===== src/rtl/md_pad_responder.sv =====
// md_pad_responder
// Mega Drive 3/6-button pad responder. Samples the reader's select line,
// counts select falls to track the protocol phase, and drives the six
// active-low pad data pins from a live 12-bit button word.
module md_pad_responder #(
    parameter int SIX_BUTTON  = 1,
    parameter int TIMEOUT_CYC = 36000,
    parameter int TW          = 16
) (
    input  logic        clk,
    input  logic        reset,
    input  logic        sel,
    input  logic [11:0] buttons,
    output logic [5:0]  pins,
    output logic [2:0]  phase
);

    localparam logic [TW-1:0] TIMER_MAX = TW'(TIMEOUT_CYC - 1);

    // Button bit positions within the 12-bit button word.
    localparam int B_RIGHT = 0;
    localparam int B_LEFT  = 1;
    localparam int B_DOWN  = 2;
    localparam int B_UP    = 3;
    localparam int B_B     = 4;
    localparam int B_C     = 5;
    localparam int B_A     = 6;
    localparam int B_START = 7;
    localparam int B_MODE  = 8;
    localparam int B_X     = 9;
    localparam int B_Y     = 10;
    localparam int B_Z     = 11;

    logic          sel_m;
    logic          sel_s;
    logic          sel_d;
    logic          sel_fall;
    logic          sel_rise;
    logic          sel_edge;
    logic [2:0]    cnt;
    logic [2:0]    cnt_next;
    logic [TW-1:0] timer;
    logic [TW-1:0] timer_next;
    logic          timer_expired;
    logic [5:0]    pin_vec;

    // Two-flop synchroniser for the asynchronous select line plus a delayed
    // copy for edge detection. All three reset to the idle-high level so that
    // leaving reset with select high produces no spurious edge.
    // NOTE: sequential state uses non-blocking assignments so every flop
    // samples the pre-edge value of its neighbours.
    always_ff @(posedge clk or posedge reset) begin
        if (reset) begin
            sel_m <= 1'b1;
            sel_s <= 1'b1;
            sel_d <= 1'b1;
        end else begin
            sel_m <= sel;
            sel_s <= sel_m;
            sel_d <= sel_s;
        end
    end

    assign sel_fall      = sel_d & ~sel_s;
    assign sel_rise      = ~sel_d & sel_s;
    assign sel_edge      = sel_fall | sel_rise;
    assign timer_expired = (timer == TIMER_MAX);

    // Next phase: falls advance (wrapping 4 -> 1), an edge beats the timeout.
    // NOTE: every signal written here gets a default first, so no path can
    // leave it unassigned and infer a latch.
    always_comb begin
        cnt_next = cnt;
        if (sel_fall) begin
            if (SIX_BUTTON == 0) begin
                cnt_next = 3'd1;
            end else begin
                cnt_next = (cnt == 3'd4) ? 3'd1 : cnt + 3'd1;
            end
        end else if (!sel_rise && timer_expired) begin
            cnt_next = 3'd0;
        end
    end

    // Idle timer: cleared on any select edge, otherwise counts up and
    // saturates at the expiry value so the phase stays parked at 0.
    always_comb begin
        timer_next = timer;
        if (sel_edge) begin
            timer_next = '0;
        end else if (!timer_expired) begin
            timer_next = timer + 1'b1;
        end
    end

    // Phase counter and idle timer registers.
    always_ff @(posedge clk or posedge reset) begin
        if (reset) begin
            cnt   <= 3'd0;
            timer <= '0;
        end else begin
            cnt   <= cnt_next;
            timer <= timer_next;
        end
    end

    // Pin vector (1 = pressed / pulled low), ordered pin9..pin1, chosen by
    // select level and phase from the live buttons.
    always_comb begin
        pin_vec = {buttons[B_C], buttons[B_B], buttons[B_RIGHT],
                   buttons[B_LEFT], buttons[B_DOWN], buttons[B_UP]};
        if (sel_s) begin
            if (cnt == 3'd3) begin
                pin_vec = {buttons[B_C], buttons[B_B], buttons[B_MODE],
                           buttons[B_X], buttons[B_Y], buttons[B_Z]};
            end
        end else begin
            case (cnt)
                3'd3:    pin_vec = {buttons[B_START], buttons[B_A], 4'b1111};
                3'd4:    pin_vec = {buttons[B_START], buttons[B_A], 4'b0000};
                default: pin_vec = {buttons[B_START], buttons[B_A], 2'b11,
                                    buttons[B_DOWN], buttons[B_UP]};
            endcase
        end
    end

    // Registered active-low pin driver; released (all high) during reset.
    always_ff @(posedge clk or posedge reset) begin
        if (reset) begin
            pins <= 6'b111111;
        end else begin
            pins <= ~pin_vec;
        end
    end

    assign phase = cnt;

endmodule

===== config.mk =====
export PLATFORM = sky130hd
export DESIGN_NAME = md_pad_responder
export DESIGN_NICKNAME = d
export VERILOG_FILES = /design/src/rtl/md_pad_responder.sv
export SDC_FILE = /design/constraint.sdc
export NUM_CORES = 1
export LEC_CHECK = 0
export ABC_AREA = 1
export BUFFER_PORTS_ARGS = -buffer_cell sky130_fd_sc_hd__buf_4
export CAP_MARGIN = 30
export CORE_MARGIN = 1.5
export CORE_UTILIZATION = 50
export CTS_CLUSTER_SIZE = 16
export DETAILED_ROUTE_END_ITERATION = 6
export GPL_ROUTABILITY_DRIVEN = 0
export HOLD_SLACK_MARGIN = 0.06
export PLACE_DENSITY = 0.74
export SLEW_MARGIN = 5
export SYNTH_ARGS = -nofsm -noshare
export SYNTH_HDL_FRONTEND = slang
export SYNTH_SLANG_ARGS = --single-unit
export TNS_END_PERCENT = 5

===== constraint.sdc =====
create_clock -name clk -period 1.7 [get_ports clk]
set_clock_uncertainty 0.1 [all_clocks]
set_input_delay 0.34 -clock clk [delete_from_list [all_inputs] [get_ports clk]]
set_output_delay 0.34 -clock clk [all_outputs]
set_load 0.005 [all_outputs]

* Word level (Yosys, flattened, before mapping)
Index checks and enable logic that the tools add are counted.
Widths: inputs -> output; s select.
** Storage, ports and cells
- Register bits :: 28
- Bits in latches :: 0
- Bits in writable memories :: 0
- ROM bits :: 0
- Input bits :: 15
- Output and inout bits :: 9
- Memories :: 0
** Cells by class
- Add/sub/neg operators :: 2
- $mul :: 0
- Div/mod/pow operators :: 0
- $lt $le $gt $ge :: 0
- Equal/unequal tests :: 4
- Shift-type cells :: 0
- Mux-type cells :: 8
- Bitwise operators :: 6
- Reduce and logical (&&, ||, !) cells :: 3
** Operators by type and width (number)
- $mux 16 :: 2
- $add 16x1->16 const B :: 1
- $eq 16x16->1 const B :: 1
- $mux 3 :: 3
- $pmux 4 s2 :: 1
- $mux 6 :: 1
- $not 6->6 :: 1
- $mux 4 :: 1
- $add 3x1->3 const B :: 1
- $eq 3x2->1 const B :: 1
- $eq 3x3->1 const B :: 1
- $and 1x1->1 :: 2
- $ne 2x2->1 const B :: 1
- $not 1->1 :: 2
- $reduce_bool 2->1 :: 1
- $logic_and 1x1->1 :: 1
- $logic_not 1->1 :: 1
- $or 1x1->1 :: 1

* Depth between registers and ports, before layout
Gate-level depths: netlist (run 1).
- Word-level depth :: 6
- Mapped depth :: 9
- Gate-level depth less buffers :: 9

* Least setup slack after synthesis (run 1)
OpenSTA, ideal clock, no wires.
- Path type :: register -> register
- Start point :: register sel_s
- End point :: register timer[7]
- Setup time :: 0.072 ns
- Arrival :: 1.680 ns
- Path slack :: -0.152 ns
- Cell stages (with the launch flop) :: 7
- Buffers on the path :: 2
- Clock period less this slack :: 1.852 ns
- Path through :: dfstp_2 > clkbuf_1 > inv_1 > ha_1 > clkbuf_1 > o21ai_0 > nor2_1
** Between the ends
- Longest elaborated chain between the ends :: 4
- Elaborated cells on any way between the ends :: 6
** RTL lines
- start, declared :: line 35 : logic sel_s;
- start signal, assigned :: line 59 : sel_s <= sel_m;
- $not 1->1 :: line 64 : assign sel_fall = sel_d & ~sel_s;
- $and 1x1->1 :: line 64
- $or 1x1->1 (*) :: line 66 : assign sel_edge = sel_fall | sel_rise;
- $ne 2x2->1 (no source line) / $mux 16 (equally long branches)
- end signal, assigned :: line 103 : timer <= timer_next;
- end, declared :: line 42 : logic [TW-1:0] timer;
Mark *: on every way between the ends. The rest lies on a longest branch, timed or not.
A chain may end at the register's enable or synchronous reset.

* Worst setup path in the final report (run 1)
- Start point :: register sel_s
- End point :: register pins[4]
** Between the ends
- Longest elaborated chain between the ends :: 2
** RTL lines
- $mux 6 :: line 112 : if (sel_s) begin
- $not 6->6 :: line 132 : pins <= ~pin_vec;
- end signal, assigned :: line 132
- end, declared :: line 14 : output logic [5:0] pins,
No other way between the ends.

==> impl_metrics.csv, run 1 <==
group,metric,value,unit
outcome,status,"finished, final reports clean",
final_layout,drive_gt1_share,24.79,%
placement,port_buffers,23,
pwr,p_leak,0.9660,nW
synth,synth_top_family_by_area,"simple AND/OR/NAND/NOR gates",
floorplan,initial_core_util,52.21,%
synth,synthTopCellsByCount,"nand2_1 (47), nor2_1 (33), inv_1 (28)",
pwr,power,1.615,mW
clocking,clkLatencyLatePin,330,ps
timing,hold_viol_final,0,
worst_setup_path,worstPathMaxFanout,8,
timing,rsz0062_at_grt,"no",
synth,synth_compound_area_share,5.102,%
synth,seq_area_frac_synth,44.66,%
route,first_iter_violations,61,
timing,finalSetupTns,0,ps
placement,place_hpwl,2.489,mm
worst_setup_path,crit_required,1880,ps
worst_setup_path,cpMaxStageDelayCell,"dfstp_2",
final_layout,syn_to_final_growth,22.45,%
synth,syn_avg_cell_area,7.701,µm²
synth,yosys-top-cells-area,"dfrtp_1 (30%), dfstp_2 (15%), nand2_1 (11%), nor2_1 (7.8%), inv_1 (6.6%)",
pwr,ir_drop,0.0004448,V
worst_hold_path,hold_class,"in -> reg",
worst_setup_path,crit_path_start,"sel_s$_DFF_PP1_",
synth,synth_cell_type_count,24,
placement,place_area,0.001844,mm²
route,firstDrtPassIters,4,
worst_setup_path,crit_chain,"buf_4 > mux2i_1 > dlygate4sd3_1",
synth,synth_seq_cells,28,
global_routing,track_usage,21.22,%
floorplan,fp.dieW,59.46,µm
route,vias,1415,
placement,dp_slack,141.6,ps
worst_setup_path,ff2ff_path_depth,3,
route,routed_via_density,4.948,
floorplan,die-area,0.003535,mm²
synth,synth_nets,228,
floorplan,coreArea,0.003053,mm²
global_routing,grt_pass1_vias,1255,
final_layout,finish.utilization,63.93,%
clocking,ctsResizeCount,0,
synth,syn_inst,207,
clocking,clockRootBuffer,"clkbuf_4",
timing,timing.fmax,622.3,MHz
synth,yosysWarnings,0,
floorplan,die_y,59.46,µm
route,routedWlPerCell,11.71,µm
worst_setup_path,reg2reg_slack,90,ps
synth,synth_edf_count,0,
worst_setup_path,r2r-start,"sel_s$_DFF_PP1_",
global_routing,grt-ovfl-total,0,
worst_setup_path,path_class,"reg -> reg",
job,maxCapViolCount,0,
floorplan,ios,24,
timing,min_period,1607,ps
timing,layout_setup_ws,93.13,ps
final_layout,design_area,0.001952,mm²
route,drc_errors,0,
worst_setup_path,crit_path_end_kind,"register",
clocking,h-tree-depth,1,
route,wirelength,3.350,mm
worst_setup_path,regToRegEndpoint,"pins[4]$_DFF_PP1_",
synth,yosysMostFrequentCell,"nand2_1",
timing,final.period_utilization,94.52,%
synth,syn_area,0.001594,mm²
global_routing,grt_max_degree,29,
clocking,clkTransAtPathRegs,150,ps
clocking,ctsLongestPathBuffers,2,
floorplan,rows,20,
synth,async_flop_share,100.0,%
synth,synthAdderAreaFrac,4.710,%
global_routing,grt_pass1_wl,5.637,mm
synth,yosys.area.top_type,"dfrtp_1",
synth,synth-main-ff-cell,"dfrtp_1",
synth,synth-simple-area-share,36.19,%
clocking,cts_tree,"yes",
clocking,cts_buffers,3,
timing,worst_pin_slew,351.0,ps
worst_setup_path,crit_arrival,1790,ps
clocking,post_cts_buffers,0,
worst_setup_path,endpoint,"pins[4]$_DFF_PP1_",
clocking,clkSinkCount,28,
synth,synth.area.mux_share,1.256,%
worst_setup_path,start_kind,"register",
global_routing,antenna_found_initial,0,
timing,drv_slew,0,
pwr,power.density,827.2,mW/mm²
route,ant_nets,0,
synth,synth_top_area_share,29.83,%
timing,relSlewSlack,76.60,%
synth,synth_xor_xnor_area_share,0.5495,%
timing,setup_viol,0,
final_layout,nets,264,
final_layout,antenna_cells,0,
final_layout,nFillCells,280,
worst_setup_path,cpPeakStageDelay,560,ps
-- where the power goes --
group | switching (mW) | internal, mW | total, mW | leakage (nW)
sequential | 0.0558 | 0.766 | 0.822 | 0.353
combinational | 0.201 | 0.206 | 0.407 | 0.587
clock | 0.206 | 0.180 | 0.386 | 0.0261
total | 0.463 | 1.15 | 1.61 | 0.966
-- registers in the layout, indices dropped and copies added, names as in the netlist --
| register | flops |
|---|---|
| phase | 3 |
| pins | 6 |
| sel_d | 1 |
| sel_m | 1 |
| sel_s | 1 |
| timer | 16 |
-- cells by family after synthesis --
logic type,Yosys count
AOI/OAI and AO/OA,15
xor gates and xnor gates,1
adders and majority gates,6
buffers and inverters,32
DFF,28
muxes,2
and+or+nand+nor,123
-- final cells by class --
class	count	area, µm²	area share, %
inverters	30	112.6	5.769
multi-input cells	147	762.0	39.04
repair buffers	33	262.8	13.46
flip-flops and latches	28	711.9	36.47
clock buffers	4	47.55	2.436
well taps	44	55.05	2.821
-- layer usage --
metal  GRT usage, %  share of wire [%]  up-vias
met5              0                  0        -
met4          7.792                1.3        0
met3          2.620                3.3        4
met2          32.50                 47       27
met1          30.65                 48      662
li1               -                  -      722
-- worst min path at each step --
stage | start | to | cells after the start
after floorplan | sel | sel_m$_DFF_PP1_ | 0
after global placement | sel_m$_DFF_PP1_ | sel_s$_DFF_PP1_ | 0
after detailed placement | sel_m$_DFF_PP1_ | sel_s$_DFF_PP1_ | 0
after CTS | buttons[3] | pins[0]$_DFF_PP1_ | 3
after global routing | buttons[3] | pins[0]$_DFF_PP1_ | 3
final | buttons[3] | pins[0]$_DFF_PP1_ | 3
-- cells in the final DEF, fill, tap and decap left out --
master | netlist | layout
nand2_1 | 47 | 47
nor2_1 | 33 | 33
inv_1 | 28 | 28
buf_4 | 0 | 27
dfrtp_1 | 19 | 19
nand3_1 | 18 | 18
o21ai_0 | 9 | 9
dfstp_2 | 9 | 9
nand4_1 | 6 | 6
nor2_2 | 6 | 6
ha_1 | 6 | 6
dlygate4sd3_1 | 0 | 6
nand2_2 | 4 | 4
a31oi_1 | 3 | 3
clkbuf_4 | 0 | 3
inv_2 | 2 | 2
nand3_2 | 2 | 2
nor3_2 | 2 | 2
mux2i_1 | 2 | 2
or2_2 | 2 | 2
a21oi_1 | 2 | 2
nor2_4 | 1 | 1
nor2b_1 | 1 | 1
xor2_1 | 1 | 1
nor3_4 | 1 | 1
o21bai_1 | 1 | 1
clkbuf_16 | 0 | 1
-- through the flow --
step           hold WS [ps]  instances
2_1_floorplan         244.5        207
3_3_place_gp          246.8        276
3_5_place_dp          249.3        276
4_1_cts               124.2        286
5_1_grt               122.3        286
6_report              134.5        286
-- critical path: cells and delay by family (launching register included) --
family / cells / cell delay, ps
buffers and inverters: 2 / 720
flip-flops: 1 / 560
multiplexers: 1 / 190
-- repair_timing --
| action | 4_1_cts | 5_1_grt |
|---|---|---|
| endpoints found under the hold margin | 22 | 0 |
| endpoints found under the setup margin | 0 | 0 |
| hold buffers | 6 | 0 |
No activity file was read; power rests on OpenSTA's default activity.
==> run 2: changes to the inputs <==
Settings changed: CORE_MARGIN 1.5 to 2.
Clock period 1.7 ns to 1.45 ns, I/O delays scaled along.
==> run 2 against run 1 <==
Against the previous run: combinational power increased by 60%; design area is 9.3% higher; sequential share of layout area shrank 3.0 points; critical endpoint is now pins[1]$_DFF_PP1_; first-iteration DRC count shrank 3.3%; sequential cell count is the same.
==> impl_metrics.csv, run 2 (synthesized netlist as in run 1, its figures left out) <==
group,metric,value,unit
placement,dp_slack,-3.667,ps
timing,layout_setup_ws,13.37,ps
floorplan,ios,24,
floorplan,die-area,0.003655,mm²
global_routing,grt_pass1_wl,5.809,mm
floorplan,fp.dieW,60.46,µm
placement,port_buffers,23,
placement,place_hpwl,2.471,mm
pwr,power,2.073,mW
timing,final.period_utilization,99.08,%
worst_hold_path,hold_class,"in -> reg",
worst_setup_path,worstPathMaxFanout,3,
final_layout,regArea,714.4,µm²
clocking,clockRootBuffer,"clkbuf_4",
global_routing,grt-ovfl-total,0,
worst_setup_path,crit_top_cell,"nand2_1",
final_layout,antenna_cells,0,
worst_setup_path,path_class,"reg -> reg",
global_routing,grt_max_degree,29,
worst_setup_path,cpPeakStageDelay,450,ps
outcome,status,"finished, final reports clean",
global_routing,track_usage,21.28,%
worst_setup_path,cpLargestDelayFamily,"flip-flops",
final_layout,syn_to_final_growth,33.83,%
pwr,seq_power_share,46.7,%
worst_setup_path,crit_chain,"ha_1 > nand2_1 > nand2_1 > or2_2 > a31oi_1",
timing,hold_viol_final,0,
route,ant_nets,0,
pwr,sw_frac_of_total,29.43,%
pwr,p_int,1.463,mW
pwr,p_switching,609.9,µW
timing,rsz0062_at_grt,"yes",
route,routedWlPerCell,11.88,µm
timing,hold_ws,98.75,ps
floorplan,coreArea,0.003053,mm²
timing,setup_viol,0,
timing,min_period,1437,ps
placement,place_area,0.001909,mm²
pwr,p_leak,1.027,nW
floorplan,rows,20,
route,vias,1464,
final_layout,multi_input_area,839.6,µm²
global_routing,antenna_found_initial,0,
timing,timing.fmax,696.1,MHz
final_layout,nFillCells,265,
worst_setup_path,crit_path_end_kind,"register",
worst_setup_path,crit_required,1620,ps
timing,drv_slew,0,
timing,worst_pin_slew,362.2,ps
pwr,power.density,971.5,mW/mm²
worst_setup_path,crit_arrival,1610,ps
route,drc_errors,0,
route,wirelength,3.506,mm
clocking,ctsLongestPathBuffers,2,
clocking,cts_buffers,3,
final_layout,instances_no_fill,295,
clocking,clkSinkCount,28,
clocking,cts_tree,"yes",
final_layout,nets,273,
floorplan,die_y,60.46,µm
job,maxCapViolCount,0,
placement,place_inst,281,
timing,relSlewSlack,75.86,%
clocking,clkTransAtPathRegs,160,ps
route,routed_via_density,4.963,
final_layout,drive_gt1_share,31.47,%
final_layout,final_cell_mix,"nand2_1 (45), nor2_1 (32), buf_4 (30)",
final_layout,final_common_cell,"nand2_1",
worst_setup_path,cpMaxStageDelayCell,"dfrtp_1",
final_layout,largest_register_ff_count,16,
pwr,clock_power_share,21.9,%
clocking,clkLatencyLatePin,330,ps
timing,finalSetupTns,0,ps
global_routing,grt_pass1_vias,1323,
floorplan,initial_core_util,52.21,%
route,first_iter_violations,59,
worst_setup_path,start_kind,"register",
final_layout,finish.utilization,69.88,%
worst_setup_path,path_buf_inv,0,
pwr,ir_drop,0.0005930,V
route,firstDrtPassIters,4,
final_layout,design_area,0.002133,mm²
pwr,power_frac_comb,31.4,%
final_layout,top_register,"timer",
clocking,h-tree-depth,1,
run 2: cell types whose count changed in the layout (fill, tap and decap cells not counted), sizes merged:
cell         previous run  this run
buf                    27        34
dlygate4sd3             6         8
run 2: worst min-delay path: stages:
cell	delay [ps]
buf_4	70
nor2_1	30
nor2_1	100
a31oi_1	50
run 2: cell type report:
| type | instances | share of cell area, % |
|---|---|---|
| Clock buffer | 4 | 2.229 |
| Inverter | 30 | 5.513 |
| Multi-Input combinational cell | 147 | 39.35 |
| Sequential cell | 28 | 33.49 |
| Tap cell | 44 | 2.581 |
| Timing Repair Buffer | 42 | 16.83 |
run 2: final timing paths:
kind                                      startpoint                   end  slack, ps  depth (start not counted)
worst max-delay path            phase[1]$_DFFE_PP0P_     pins[1]$_DFF_PP1_         10                          5
worst min-delay path                     buttons[11]     pins[0]$_DFF_PP1_        100                          4
worst max register to register  phase[1]$_DFFE_PP0P_     pins[1]$_DFF_PP1_         10                          5
worst min register to register       sel_m$_DFF_PP1_       sel_s$_DFF_PP1_        270                          0
max in group asynchronous                      reset       sel_d$_DFF_PP1_        460                          4
min in group asynchronous                      reset  timer[1]$_DFFE_PP0P_        480                          4
run 2: what timing repair did:
| item | in CTS | in global routing |
|---|---|---|
| pin swaps | 0 | 4 |
| hold endpoints to repair | 23 | 1 |
| resized for setup | 3 | 17 |
| buffers inserted | 0 | 2 |
| cloned | 0 | 0 |
| endpoints found under the setup margin | 5 | 19 |
| hold buffers | 7 | 1 |
run 2: power groups by stage:
stage / sequential [mW] / clock, mW / combinational, mW
3_3_place_gp: 0.968 / 0 / 0.532
3_5_place_dp: 0.974 / 0 / 0.538
2_1_floorplan: 0.979 / 0 / 0.266
5_1_grt: 0.984 / 0.491 / 0.730
4_1_cts: 0.964 / 0.471 / 0.572
6_report: 0.968 / 0.454 / 0.651
run 2: metal layers:
| metal | share of wire, % | GRT usage [%] | up-vias | wire (µm) |
|---|---|---|---|---|
| li1 | - | - | 743 | - |
| met1 | 45 | 29.99 | 691 | 1589 |
| met2 | 51 | 35.40 | 24 | 1799 |
| met3 | 2.3 | 2.132 | 6 | 80 |
| met4 | 1.1 | 5.590 | 0 | 38 |
| met5 | 0 | 0 | - | 0 |
